===== config.mk =====
export PLATFORM = sky130hd
export DESIGN_NAME = uart_loader
export DESIGN_NICKNAME = d
export VERILOG_FILES = /design/src/rtl/uart_loader.sv
export SDC_FILE = /design/constraint.sdc
export NUM_CORES = 1
export LEC_CHECK = 0
export CAP_MARGIN = 0
export CORE_MARGIN = 2
export CORE_UTILIZATION = 45
export DETAILED_ROUTE_END_ITERATION = 12
export PLACE_DENSITY_LB_ADDON = 0.05
export SETUP_SLACK_MARGIN = 0.05
export SYNTH_ARGS = -nofsm -noshare
export SYNTH_HDL_FRONTEND = slang
export SYNTH_SLANG_ARGS = --single-unit

===== constraint.sdc =====
create_clock -name clk -period 3 [get_ports clk]
set_input_delay 0.6 -clock clk [delete_from_list [all_inputs] [get_ports clk]]
set_output_delay 0.6 -clock clk [all_outputs]
set_load 0.005 [all_outputs]

===== src/rtl/uart_loader.sv =====
// uart_loader
// Program loader that sits directly behind the UART receiver. It turns the
// receiver's toggle-per-byte strobe into byte events and parses a frame made
// of a 32-bit little-endian word count followed by that many little-endian
// 32-bit words. The words are written to instruction memory from word
// address 0 upward. The CPU is held in reset while a frame is in progress.
//
// Parameters
//   ADDR_WIDTH     memory word-address width; a frame holds up to 2^ADDR_WIDTH words
//   TIMEOUT_CYCLES idle clocks allowed between bytes inside a frame
//   TIMEOUT_WIDTH  width of the idle counter; must hold TIMEOUT_CYCLES-1
//
// Ports
//   clk        in   system clock
//   rst_n      in   asynchronous active-low reset
//   rx_update  in   receiver strobe; every transition marks one new byte
//   rx_byte    in   received byte, valid when rx_update has just toggled
//   mem_we     out  one-cycle instruction-memory write enable
//   mem_addr   out  word address of the write
//   mem_wdata  out  write data
//   cpu_hold   out  high while a frame is in progress
//   load_done  out  one-cycle pulse when a frame completes successfully
//   error      out  sticky frame-error flag, cleared by the next frame's first byte
module uart_loader #(
  parameter int ADDR_WIDTH     = 10,
  parameter int TIMEOUT_CYCLES = 2517500,
  parameter int TIMEOUT_WIDTH  = 22
) (
  input  logic                  clk,
  input  logic                  rst_n,
  input  logic                  rx_update,
  input  logic [7:0]            rx_byte,
  output logic                  mem_we,
  output logic [ADDR_WIDTH-1:0] mem_addr,
  output logic [31:0]           mem_wdata,
  output logic                  cpu_hold,
  output logic                  load_done,
  output logic                  error
);

  localparam logic [1:0] IDLE   = 2'd0;
  localparam logic [1:0] HEADER = 2'd1;
  localparam logic [1:0] DATA   = 2'd2;
  localparam logic [1:0] DONE   = 2'd3;

  // Largest legal word count; one bit wider than a 32-bit count so the
  // comparison is exact for any ADDR_WIDTH up to 32.
  localparam logic [32:0] CAPACITY = 33'd1 << ADDR_WIDTH;
  localparam logic [TIMEOUT_WIDTH-1:0] TIMEOUT_LAST = TIMEOUT_WIDTH'(TIMEOUT_CYCLES - 1);

  logic [1:0]               state;
  logic                     rx_update_q;
  logic                     primed;
  logic [1:0]               byte_idx;
  logic [31:0]              shift;
  logic [31:0]              assembled;
  logic [ADDR_WIDTH:0]      frame_len;
  logic [ADDR_WIDTH:0]      word_idx;
  logic [ADDR_WIDTH:0]      next_word;
  logic [TIMEOUT_WIDTH-1:0] timer;
  logic                     byte_event;
  logic                     timed_out;

  // primed stays low for the first clock after reset so that rx_update
  // already sitting at 1 when reset releases is not mistaken for a byte.
  assign byte_event = primed & (rx_update ^ rx_update_q);
  assign next_word  = word_idx + 1'b1;
  assign timed_out  = (state == HEADER || state == DATA) && !byte_event &&
                      (timer == TIMEOUT_LAST);

  // The word as it will look once the incoming byte is merged into its lane.
  always_comb begin
    assembled = shift;
    case (byte_idx)
      2'd0:    assembled[7:0]   = rx_byte;
      2'd1:    assembled[15:8]  = rx_byte;
      2'd2:    assembled[23:16] = rx_byte;
      default: assembled[31:24] = rx_byte;
    endcase
  end

  always_ff @(posedge clk or negedge rst_n) begin
    if (!rst_n) begin
      state       <= IDLE;
      rx_update_q <= 1'b0;
      primed      <= 1'b0;
      byte_idx    <= 2'd0;
      shift       <= 32'd0;
      frame_len   <= '0;
      word_idx    <= '0;
      timer       <= '0;
      mem_we      <= 1'b0;
      mem_addr    <= '0;
      mem_wdata   <= 32'd0;
      cpu_hold    <= 1'b0;
      load_done   <= 1'b0;
      error       <= 1'b0;
    end else begin
      rx_update_q <= rx_update;
      primed      <= 1'b1;
      mem_we      <= 1'b0;
      load_done   <= 1'b0;

      if (byte_event || state == IDLE || state == DONE)
        timer <= '0;
      else
        timer <= timer + 1'b1;

      case (state)
        IDLE: begin
          if (byte_event) begin
            shift    <= assembled;
            byte_idx <= 2'd1;
            cpu_hold <= 1'b1;
            error    <= 1'b0;
            state    <= HEADER;
          end
        end

        HEADER: begin
          if (byte_event) begin
            shift    <= assembled;
            byte_idx <= byte_idx + 2'd1;
            if (byte_idx == 2'd3) begin
              if (assembled == 32'd0) begin
                load_done <= 1'b1;
                cpu_hold  <= 1'b0;
                state     <= IDLE;
              end else if ({1'b0, assembled} > CAPACITY) begin
                error    <= 1'b1;
                cpu_hold <= 1'b0;
                state    <= IDLE;
              end else begin
                frame_len <= assembled[ADDR_WIDTH:0];
                word_idx  <= '0;
                state     <= DATA;
              end
            end
          end else if (timed_out) begin
            error    <= 1'b1;
            cpu_hold <= 1'b0;
            byte_idx <= 2'd0;
            state    <= IDLE;
          end
        end

        DATA: begin
          if (byte_event) begin
            shift    <= assembled;
            byte_idx <= byte_idx + 2'd1;
            if (byte_idx == 2'd3) begin
              mem_we    <= 1'b1;
              mem_addr  <= word_idx[ADDR_WIDTH-1:0];
              mem_wdata <= assembled;
              word_idx  <= next_word;
              if (next_word == frame_len)
                state <= DONE;
            end
          end else if (timed_out) begin
            error    <= 1'b1;
            cpu_hold <= 1'b0;
            byte_idx <= 2'd0;
            state    <= IDLE;
          end
        end

        // One cycle after the final write: report completion. A byte that
        // arrives in this very cycle opens the next frame instead of being lost.
        default: begin
          load_done <= 1'b1;
          cpu_hold  <= 1'b0;
          state     <= IDLE;
          if (byte_event) begin
            shift    <= assembled;
            byte_idx <= 2'd1;
            cpu_hold <= 1'b1;
            error    <= 1'b0;
            state    <= HEADER;
          end
        end
      endcase
    end
  end

endmodule


==> results of run 1 <==
[state kept, by name (all words and copies together), names as in the netlist, 2 cells and up]
| register | count |
|---|---|
| byte_idx | 2 |
| shift | 32 |
| mem_wdata | 32 |
| mem_addr | 10 |
| word_idx | 11 |
| frame_len | 11 |
| state | 2 |
| timer | 22 |
[layout make-up]
cell class | instances | area, um2 | share of cell area
flip-flops and latches | 128 | 3203 | 0.4040
multi-input cells | 400 | 2902 | 0.3660
repair buffers | 98 | 898.4 | 0.1133
clock buffers | 22 | 474.2 | 0.05982
well taps | 180 | 225.2 | 0.02841
clock inverters | 10 | 157.7 | 0.01989
inverters | 18 | 67.56 | 0.008523
[what timing repair did]
item                                    in CTS  in global routing
gates resized for setup                      0                  4
endpoints found under the setup margin       0                 22
setup buffers                                0                  0
[routing by layer]
| layer | wire, um | share of wire | up-vias | GRT usage |
|---|---|---|---|---|
| met5 | 0 | 0 | - | 0 |
| met4 | 186 | 0.013 | 0 | 0.08405 |
| met3 | 711 | 0.048 | 16 | 0.04647 |
| met2 | 6940 | 0.47 | 115 | 0.3354 |
| met1 | 6898 | 0.47 | 2303 | 0.2962 |
| li1 | - | - | 2216 | - |
[critical path, stage by stage, from the launching register on]
cell     delay [ns]
dfrtp_1        0.40
inv_1          0.14
ha_2           0.30
mux2i_1        0.25
nand2_1        0.14
nor4_4         0.35
xnor2_1        0.18
o32a_4         0.37
buf_4          0.19
o21ai_0        0.18
a22o_1         0.15
[per-stage QoR]
step | util | TNS (ns) | std cells | setup slack (ns)
after floorplan | - | 0 | 580 | 0.4639
after global placement | 0.5282 | -0.1014 | 824 | -0.04077
after detailed placement | 0.5282 | -0.2069 | 824 | -0.05268
after CTS | 0.5740 | 0 | 856 | 0.1399
after global routing | 0.5756 | 0 | 856 | 0.06776
final | 0.5756 | 0 | 856 | 0.2673
[how the worst max path moves through the flow]
stage | endpoint | slack [ns] | depth (start not counted)
after floorplan | frame_len[1] | 0.46 | 11
after global routing | word_idx[7] | 0.07 | 10
final | word_idx[9] | 0.27 | 10
after CTS | word_idx[9] | 0.14 | 11
after detailed placement | word_idx[9] | -0.05 | 11
after global placement | word_idx[8] | -0.04 | 10
[report_power, final]
group          switching [mW]  internal, mW
Combinational           0.941          1.08
Clock                   0.732          1.45
Sequential              0.276          2.17
Total                    1.95          4.70
[layout by cell type (no fill, tap or decap), types with 9 or more instances in the layout]
cell type | netlist | routed
dfrtp_1 | 128 | 128
nand3_1 | 18 | 17
a21oi_1 | 9 | 9
buf_4 | 1 | 41
inv_1 | 18 | 18
clkbuf_16 | 0 | 17
nand4_1 | 12 | 12
mux2i_1 | 27 | 27
nor2_1 | 48 | 48
clkdlybuf4s50_1 | 0 | 55
xor2_1 | 18 | 18
xnor2_1 | 17 | 17
o21ai_0 | 39 | 39
nand2_1 | 53 | 53
mux2_2 | 60 | 60
[kinds of logic (layout without fill, tap and decap cells)]
group / count (synthesis) / count (layout)
buffers and inverters: 52 / 148
and+or+nand+nor: 182 / 182
DFF: 128 / 128
other: 1 / 1
AOI/OAI and AO/OA: 80 / 80
xor gates and xnor gates: 35 / 35
adders and majority gates: 10 / 10
muxes: 92 / 92
==> flow_metrics.env, run 1 <==
export IMPL_ios=57
export IMPL_portBuffers=56
export IMPL_p_per_area_nw_per_um2=838.7
export IMPL_insertedDiodeCount=0
export IMPL_insertion_delay_ns=0.42
export IMPL_synthXorXnorAreaFrac=0.04873
export IMPL_netlist_top_cells_area="dfrtp_1, mux2_2, mux2i_1"
export IMPL_grt_pass1_vias=4705
export IMPL_synth_ff_type="dfrtp_1"
export IMPL_drcViolationCount=0
export IMPL_die_h_um=122.2
export IMPL_synthDistinctLibCells=57
export IMPL_crit_type="flip-flop to flip-flop"
export IMPL_cts_buffers=17
export IMPL_async_flop_share=1.000
export IMPL_nets=684
export IMPL_tightest_slew_ns=0.7733
export IMPL_synth_seq_cells=128
export IMPL_root_buffer="clkbuf_16"
export IMPL_clock_fmax_ghz=0.3659
export IMPL_vias=4650
export IMPL_rr_worst_depth=10
export IMPL_hpwlAfterDp_um=10560
export IMPL_synth_simple_gate_area_frac=0.1442
export IMPL_core_area_um2=13770
export IMPL_hp_class="input pin to async pin"
export IMPL_synth_top_area_frac=0.5091
export IMPL_drive_above_1_share=0.2130
export IMPL_h_tree_depth=4
export IMPL_max_cap_violations=0
export IMPL_fillCellCount=1203
export IMPL_drv_slew=0
export IMPL_yosys_warnings=0
export IMPL_initial_core_util=0.4568
export IMPL_period_minus_slack_ns=2.733
export IMPL_cts_hold_buf=0
export IMPL_leakage_nw=3.548
export IMPL_synth_top_family_by_area="multiplexers"
export IMPL_dieWidth_um=122.2
export IMPL_finalHoldViolCount=0
export IMPL_synthAdderAreaFrac=0.01989
export IMPL_clk_pin_slew_ns=0.06
export IMPL_drt_pass1_iterations=4
export IMPL_synthMuxAreaShare=0.1593
export IMPL_avgSynthCellArea_um2=10.85
export IMPL_worst_ep_required_time_ns=3.34
export IMPL_peakVddDrop_mv=0.3938
export IMPL_status="completed"
export IMPL_drtIter0Drc=352
export IMPL_grt_setup_unrepaired="no"
export IMPL_wl_um=14740
export IMPL_synth_most_common_cell="dfrtp_1"
export IMPL_syn_to_final_growth_pct=26.01
export IMPL_cts_tree="yes"
export IMPL_die_area_um2=14940
export IMPL_postPlaceCellArea_um2=7274
export IMPL_cts_path_max_buffers=2
export IMPL_r2r_end="word_idx[9]"
export IMPL_antenna_left=0
export IMPL_startpoint="byte_idx[1]"
export IMPL_row_count=43
export IMPL_rr_startpoint="byte_idx[1]"
export IMPL_grt_use_total=0.2157
export IMPL_fin_hold_ws_ns=0.1589
export IMPL_cp_arrival_ns=3.08
export IMPL_synthTopCellsByCount="dfrtp_1, mux2_2, nand2_1, nor2_1, o21ai_0"
export IMPL_synth_cell_area_um2=6291
export IMPL_synth_edff_count=0
export IMPL_relSlewSlack=0.4845
export IMPL_final_setup_viol_count=0
export IMPL_path_max_fanout=15
export IMPL_ys_seq_area_frac=0.5091
export IMPL_numClockSinks=128
export IMPL_p_total_mw=6.649
export IMPL_synth_compound_area_frac=0.08433
export IMPL_antenna_found_initial=0
export IMPL_grt_ovfl_total=0
export IMPL_rrSetupSlack_ns=0.27
export IMPL_grt_max_degree=61
export IMPL_startpoint_type="flip-flop"
export IMPL_finalCritPeriodShare=0.9109
export IMPL_yosysTopAreaCell="dfrtp_1"
export IMPL_design_area_um2=7928
export IMPL_grt_pass1_wl_um=24700
export IMPL_syn_num_nets=601
export IMPL_vias_per_cell=5.432
export IMPL_avgRoutedWirePerCell_um=17.21
export IMPL_worst_setup_path_end_kind="flip-flop"
export IMPL_gp_congestion=0.8480
export IMPL_synthCells=580
export IMPL_final_setup_skew_ns=0.01565
Power figures use the tool's default switching activity.
==> run 2: changes to the inputs <==
- GPL_ROUTABILITY_DRIVEN: default -> 0
- SLEW_MARGIN: default -> 0
==> results of run 2 <==
No change in the layout: final DEF, timing and power equal those of run 1.
==> run 3: changes to the inputs <==
- CAP_MARGIN: 0 -> default
- CTS_BUF_LIST: default -> sky130_fd_sc_hd__clkbuf_16
- CTS_CLUSTER_DIAMETER: default -> 50
==> flow_metrics.env, run 3 (synthesis gave the netlist of run 1 again) <==
export IMPL_seqPwrFrac=0.372
export IMPL_largestRegisters="mem_wdata: 32 flops, shift: 32 flops, timer: 22 flops"
export IMPL_antenna_found_initial=0
export IMPL_cts_path_max_buffers=2
export IMPL_p_switching_mw=1.946
export IMPL_worst_setup_path_end_kind="flip-flop"
export IMPL_grt_pass1_vias=4705
export IMPL_drcViolationCount=0
export IMPL_drtIter0Drc=326
export IMPL_path_max_fanout=15
export IMPL_grt_pass1_wl_um=24720
export IMPL_insertion_delay_ns=0.43
export IMPL_p_total_mw=6.561
export IMPL_crit_type="flip-flop to flip-flop"
export IMPL_core_area_um2=13770
export IMPL_comb_power_share=0.308
export IMPL_status="completed"
export IMPL_grt_use_total=0.2159
export IMPL_tightest_slew_ns=0.7626
export IMPL_leakage_nw=3.540
export IMPL_peakVddDrop_mv=0.3929
export IMPL_multi_input_area_um2=2902
export IMPL_h_tree_depth=4
export IMPL_grt_ovfl_total=0
export IMPL_clock_fmax_ghz=0.3656
export IMPL_regArea_um2=3203
export IMPL_vias=4671
export IMPL_final_setup_skew_ns=0.02166
export IMPL_max_cap_violations=0
export IMPL_nets=684
export IMPL_vias_per_cell=5.457
export IMPL_finalHoldViolCount=0
export IMPL_syn_to_final_growth_pct=25.54
export IMPL_finalCritPeriodShare=0.9118
export IMPL_wl_um=14750
export IMPL_numClockSinks=128
export IMPL_p_per_area_nw_per_um2=830.8
export IMPL_postLayoutCoreUtil=0.5734
export IMPL_grt_setup_unrepaired="no"
export IMPL_drv_slew=0
export IMPL_hp_class="input pin to async pin"
export IMPL_portBuffers=56
export IMPL_grt_max_degree=61
export IMPL_avgRoutedWirePerCell_um=17.23
export IMPL_initial_core_util=0.4568
export IMPL_layout_commonest_cell="dfrtp_1"
export IMPL_drive_above_1_share=0.2086
export IMPL_drt_pass1_iterations=4
export IMPL_worst_ep_required_time_ns=3.35
export IMPL_p_clk_frac=0.319
export IMPL_hpwlAfterDp_um=10560
export IMPL_fillCellCount=1207
export IMPL_dp_cells=824
export IMPL_relSlewSlack=0.4916
export IMPL_root_buffer="clkbuf_16"
export IMPL_layout_common_cells="dfrtp_1, mux2_2, clkdlybuf4s50_1"
export IMPL_cts_tree="yes"
export IMPL_fin_setup_tns_ns=0
export IMPL_internal_power_mw=4.615
export IMPL_dieWidth_um=122.2
export IMPL_antenna_left=0
export IMPL_final_setup_viol_count=0
export IMPL_die_area_um2=14940
export IMPL_cts_buffers=17
export IMPL_swShare=0.2967
export IMPL_period_minus_slack_ns=2.735
export IMPL_ios=57
export IMPL_row_count=43
export IMPL_insertedDiodeCount=0
export IMPL_clk_pin_slew_ns=0.06
export IMPL_final_cells=856
export IMPL_cts_hold_buf=0
export IMPL_startpoint_type="flip-flop"
export IMPL_cp_arrival_ns=3.08
export IMPL_die_h_um=122.2
## run 3: changes by cell type in the layout (fill, tap and decap cells not counted), sizes merged
cell / before / now
clkbuf: 22 / 17
clkinv: 3 / 6
inv: 18 / 20
## run 3: repair_timing
action                                  4_1_cts  5_1_grt
endpoints found under the setup margin        0       22
buffers inserted                              0        0
resized for setup                             0        4
## run 3: worst max-delay path, stage by stage (launching register included)
cell and delay [ns]:
dfrtp_1 0.40, inv_1 0.14, ha_2 0.30, mux2i_1 0.25, nand2_1 0.14, nor4_4 0.35, xnor2_1 0.18, o32a_4 0.37
buf_4 0.19, o21ai_0 0.18, a22o_1 0.15
## run 3: area by class of cell
cell class,instances,share of cell area
inverters,18,0.008555
flip-flops and latches,128,0.4056
well taps,180,0.02852
clock inverters,15,0.02234
multi-input cells,400,0.3674
clock buffers,17,0.05387
repair buffers,98,0.1138
## run 3: through the flow
step	hold WS, ns	setup slack (ns)	cell area [um2]
2_1_floorplan	0.3044	0.4639	6291
3_3_place_gp	0.4616	-0.04077	7274
3_5_place_dp	0.4699	-0.05268	7274
4_1_cts	0.1587	0.1399	7876
5_1_grt	0.1819	0.06765	7898
6_report	0.1526	0.2645	7898
## run 3: power groups by stage
| stage | sequential (mW) | clock (mW) | combinational (mW) |
|---|---|---|---|
| finish | 2.44 | 2.10 | 2.02 |
| global route | 2.50 | 2.23 | 2.24 |
| CTS | 2.44 | 2.15 | 2.03 |
| detailed placement | 2.47 | 0 | 2.01 |
| global placement | 2.45 | 0 | 1.98 |
| floorplan | 2.42 | 0 | 1.13 |
## run 3: final timing paths
kind | slack [ns] | startpoint | cells past startpoint | endpoint
worst max-delay path | 0.26 | byte_idx[1] | 10 | word_idx[9]
worst min-delay path | 0.15 | rst_n | 1 | mem_wdata[21]
worst max register to register | 0.26 | byte_idx[1] | 10 | word_idx[9]
worst min register to register | 0.47 | timer[0] | 1 | timer[0]
max in group asynchronous | 2.12 | rst_n | 2 | frame_len[4]
min in group clk | 0.47 | timer[0] | 1 | timer[0]
## run 3: layer usage
layer | part of all wire | global-route usage
met4 | 0.012 | 0.08405
met2 | 0.47 | 0.3354
met5 | 0 | 0
met3 | 0.043 | 0.04647
met1 | 0.47 | 0.2968
